## config.mk

```make
export PLATFORM = sky130hd
export DESIGN_NAME = sort_arbiter
export DESIGN_NICKNAME = d
export VERILOG_FILES = /design/src/rtl/sort_arbiter.sv
export SDC_FILE = /design/constraint.sdc
export NUM_CORES = 1
export LEC_CHECK = 0
export CORE_AREA = 3 3 180 182
export DETAILED_ROUTE_END_ITERATION = 12
export DIE_AREA = 0 0 183 185
export GPL_ROUTABILITY_DRIVEN = 0
export PLACE_DENSITY = 0.63
export SLEW_MARGIN = 15
export SYNTH_ARGS = -nofsm -noshare
export SYNTH_HDL_FRONTEND = slang
export SYNTH_SLANG_ARGS = --single-unit
```

## constraint.sdc

```tcl
create_clock -name clk -period 5.15 [get_ports clk]
set_input_delay 0.7725 -clock clk [delete_from_list [all_inputs] [get_ports clk]]
set_output_delay 0.7725 -clock clk [all_outputs]
set_load 0.02 [all_outputs]
```

## src/rtl/sort_arbiter.sv

```systemverilog
// Arbitrates NREQ requesters onto one shared sorter and returns the tagged result.
// Define SORT_ARB_RR_EN for round-robin arbitration; the default is fixed priority.
module sort_arbiter #(
    parameter int NREQ     = 4,
    parameter int SORT_LAT = 1,
    parameter int IDW      = $clog2(NREQ)
) (
    input  logic                clk,
    input  logic                rst_n,
    input  logic [NREQ-1:0]     reqValid,
    input  logic [NREQ*64-1:0]  reqData,
    output logic [NREQ-1:0]     reqReady,
    output logic [63:0]         sortIn,
    output logic                sortEnable,
    input  logic [63:0]         sortOut,
    output logic                rspValid,
    output logic [63:0]         rspData,
    output logic [IDW-1:0]      rspId,
    input  logic                rspReady
);

    localparam int CW = ($clog2(SORT_LAT + 1) < 1) ? 1 : $clog2(SORT_LAT + 1);

    typedef enum logic [1:0] {StIdle, StWait, StResp} state_e;

    state_e          r_state;
    logic [CW-1:0]   r_cnt;
    logic [63:0]     r_sortIn;
    logic            r_sortEnable;
    logic            r_rspValid;
    logic [63:0]     r_rspData;
    logic [IDW-1:0]  r_rspId;

    logic [IDW-1:0]  w_gnt;
    logic            w_gnt_valid;
    logic            w_hs;
    logic [63:0]     w_sel_data;

`ifdef SORT_ARB_RR_EN
    logic [IDW-1:0]  r_ptr;

    always_comb begin
        int idx;
        idx         = 0;
        w_gnt       = '0;
        w_gnt_valid = 1'b0;
        for (int k = 0; k < NREQ; k++) begin
            idx = int'(r_ptr) + k;
            if (idx >= NREQ) idx = idx - NREQ;
            if (!w_gnt_valid && reqValid[idx]) begin
                w_gnt       = IDW'(idx);
                w_gnt_valid = 1'b1;
            end
        end
    end
`else
    // Descending scan so the lowest valid index is the last writer.
    always_comb begin
        w_gnt       = '0;
        w_gnt_valid = 1'b0;
        for (int k = NREQ - 1; k >= 0; k--) begin
            if (reqValid[k]) begin
                w_gnt       = IDW'(k);
                w_gnt_valid = 1'b1;
            end
        end
    end
`endif

    always_comb begin
        w_sel_data = '0;
        for (int k = 0; k < NREQ; k++) begin
            if (w_gnt == IDW'(k)) w_sel_data = reqData[64*k +: 64];
        end
    end

    // Gated with rst_n so reqReady reads 0 while reset is asserted.
    always_comb begin
        reqReady = '0;
        for (int k = 0; k < NREQ; k++) begin
            reqReady[k] = rst_n && (r_state == StIdle) && w_gnt_valid && (w_gnt == IDW'(k));
        end
    end

    assign w_hs = (r_state == StIdle) && w_gnt_valid;

    always_ff @(posedge clk or negedge rst_n) begin
        if (!rst_n) begin
            r_state      <= StIdle;
            r_cnt        <= '0;
            r_sortIn     <= '0;
            r_sortEnable <= 1'b0;
            r_rspValid   <= 1'b0;
            r_rspData    <= '0;
            r_rspId      <= '0;
`ifdef SORT_ARB_RR_EN
            r_ptr        <= '0;
`endif
        end else begin
            unique case (r_state)
                StIdle: begin
                    if (w_hs) begin
                        r_sortIn     <= w_sel_data;
                        r_rspId      <= w_gnt;
                        r_cnt        <= CW'(SORT_LAT);
                        r_sortEnable <= 1'b1;
                        r_state      <= StWait;
                    end
                end
                StWait: begin
                    if (r_cnt == '0) begin
                        r_rspData    <= sortOut;
                        r_rspValid   <= 1'b1;
                        r_sortEnable <= 1'b0;
                        r_state      <= StResp;
                    end else begin
                        r_cnt <= r_cnt - 1'b1;
                    end
                end
                StResp: begin
                    if (rspReady) begin
                        r_rspValid <= 1'b0;
`ifdef SORT_ARB_RR_EN
                        r_ptr      <= (r_rspId == IDW'(NREQ - 1)) ? '0 : r_rspId + 1'b1;
`endif
                        r_state    <= StIdle;
                    end
                end
                default: r_state <= StIdle;
            endcase
        end
    end

    assign sortIn     = r_sortIn;
    assign sortEnable = r_sortEnable;
    assign rspValid   = r_rspValid;
    assign rspData    = r_rspData;
    assign rspId      = r_rspId;

endmodule

```

==> out/qor.yml <==
ctsRootBufferMaster: "clkbuf_16"
slew_violations: 0
cp_slowest_stage_delay_ns: 0.61
core_area_mm2: 0.0307
cp-start-kind: "input port"
synth_nets: 1090
viasPerCell: 4.92
timing.critical_path.arrival_ns: 2.78
rows: 64
setup_viol: 0
cp_cell_sequence: "clkdlybuf4s50_1 -> or4_2 -> and2_4 -> and3_1 -> clkdlybuf4s50_1"
grt-ovfl-total: 0
nets: 1513
seq_area_frac_synth: 0.469
cp_max_fo: 5
detail_route.wl_per_cell_um: 20.9
cts_buffers: 17
cts_htree_levels: 4
io_buffers: 462
hold_viol: 0
status: "finished clean"
required_ns: 4.38
regToRegSetupSlack_ns: 2.63
grt_pass1_wl_mm: 49.7
synthCells: 763
hold_buffers: 0
wirelength_mm: 33.3
cp_common_cell: "clkdlybuf4s50_1"
synth.distinct_cells: 29
syn_area_per_cell_um2: 9.44
start_util: 0.234
ys_ff_latch: 135
fin_skew_ns: 0.0101
power_density_mw_per_mm2: 532
layout-drive-gt1-share: 0.108
post-cts-setup-buffer-count: 0
ys_warn_count: 0
slowest_stage: "clkdlybuf4s50_1"
hpwl_mm: 24.1
worstSetupEndpointType: "output pin"
die-area_mm2: 0.0339
finalSetupTns_ns: 0
die_h_um: 185
track_usage: 0.189
syn-cell-area_mm2: 0.00720
cts_resized: 0
worstMarginPinSlew_ns: 0.878
vias: 7847
max-vdd-ir-drop_uv: 207
tritoncts: "done"
drt_first_pass_iters: 5
layout_common_cells: "458 x clkdlybuf4s50_1, 160 x a21oi_1, 135 x dfrtp_1"
hp-class: "in -> async"
layout_min_cycle_time_ns: 3.55
period_share: 0.689
antenna_found_initial: 1
maxCapViolCount: 0
leakage_nw: 4.97
grt_pass1_vias: 8280
final_common_cell: "clkdlybuf4s50_1"
drcViolationCount: 0
area_delta_synth_final_pct: 76.0
antenna_cells: 0
fmax_mhz: 282
crit_type: "in -> out"
slew_headroom: 0.413
rr_worst_depth: 5
io_pins: 463
cts_sinks: 135
insertion_delay_ns: 0.42
clock_path_buffers: 2
path_clk_slew_ns: 0.07
antenna_left: 0
grt_max_degree: 69
worst_hold_slack_ns: 0.247
die_w_um: 183
rsz0062_at_grt: "no"
first_iter_violations: 379
worst max-delay path, delay by kind of cell:
family	cells	cell delay (ns)
AND/OR/NAND/NOR	3	0.92
buffers and inverters	2	1.08
layer usage:
metal / routed length [µm] / track usage
met3: 2560 / 0.0485
met1: 13000 / 0.228
met2: 17100 / 0.334
met5: 13 / 0
met4: 690 / 0.0558
report_power, final:
| group | internal [mW] | total (mW) | switching [mW] |
|---|---|---|---|
| sequential | 1.60 | 1.90 | 0.295 |
| clock | 0.747 | 1.34 | 0.591 |
| combinational | 1.69 | 3.51 | 1.81 |
area by class of cell:
cell class / instances / area, µm²
timing repair buffer: 480 / 4750
sequential: 135 / 3380
multi-input combinational: 501 / 3240
fill: 3055 / 18100
inverter: 51 / 191
tap: 396 / 495
clock buffer: 17 / 425
clock inverter: 15 / 195
flip-flops by register name, indices dropped and copies added (netlist names):
register,count
rspValid,1
rspId,2
sortIn,64
sortEnable,1
rspData,64
r_state,2
r_cnt,1
synth_stat cells:
cell type	n	area (µm²)
buf_6	16	180
nand2b_1	1	6.26
o21ai_1	51	255
and3_1	2	12.5
buf_2	13	65.1
and2_1	1	6.26
o21ai_0	35	175
nor3_1	3	15.0
nand2_1	39	146
buf_1	4	15.0
clkbuf_1	43	161
a221oi_1	1	8.76
or2_1	1	6.26
nand4b_1	46	403
mux2_2	64	721
nor4b_1	1	8.76
nor2_1	5	18.8
nor2b_1	20	125
and2_4	1	8.76
a21o_1	1	7.51
o22ai_1	46	288
or2_2	2	12.5
inv_1	51	191
a21oi_1	160	801
or4_1	1	7.51
a311oi_1	18	158
o21bai_2	1	11.3
dfrtp_1	135	3380
nand2_2	1	6.26
final timing paths:
path                              from           to
max                        reqValid[3]  reqReady[3]
min                              rst_n        r_cnt
max reg2reg                 r_state[0]   sortIn[51]
min reg2reg                 sortIn[21]   sortIn[21]
max in group asynchronous        rst_n   sortIn[21]
min in group clk            sortIn[21]   sortIn[21]
logic make-up (layout without fill, tap and decap cells):
group                  after synthesis  count (layout)  share of synthesized area
AOI/OAI and AO/OA                  313             313                      0.237
DFF                                135             135                      0.469
buffers and inverters              127             563                     0.0852
and+or+nand+nor                    124             124                      0.109
muxes                               64              64                      0.100
through the flow:
| step | power (mW) | worst slack (ns) | area (µm²) | util | instances |
|---|---|---|---|---|---|
| floorplan | 3.76 | 2.22 | 7200 | - | 763 |
| global placement | 5.38 | 1.58 | 12100 | 0.392 | 1563 |
| detailed placement | 5.44 | 1.55 | 12100 | 0.392 | 1563 |
| CTS | 6.82 | 1.56 | 12700 | 0.412 | 1595 |
| global route | 7.15 | 1.53 | 12700 | 0.412 | 1595 |
| finish | 6.74 | 1.60 | 12700 | 0.412 | 1595 |
(Power assumes the default switching activity.)
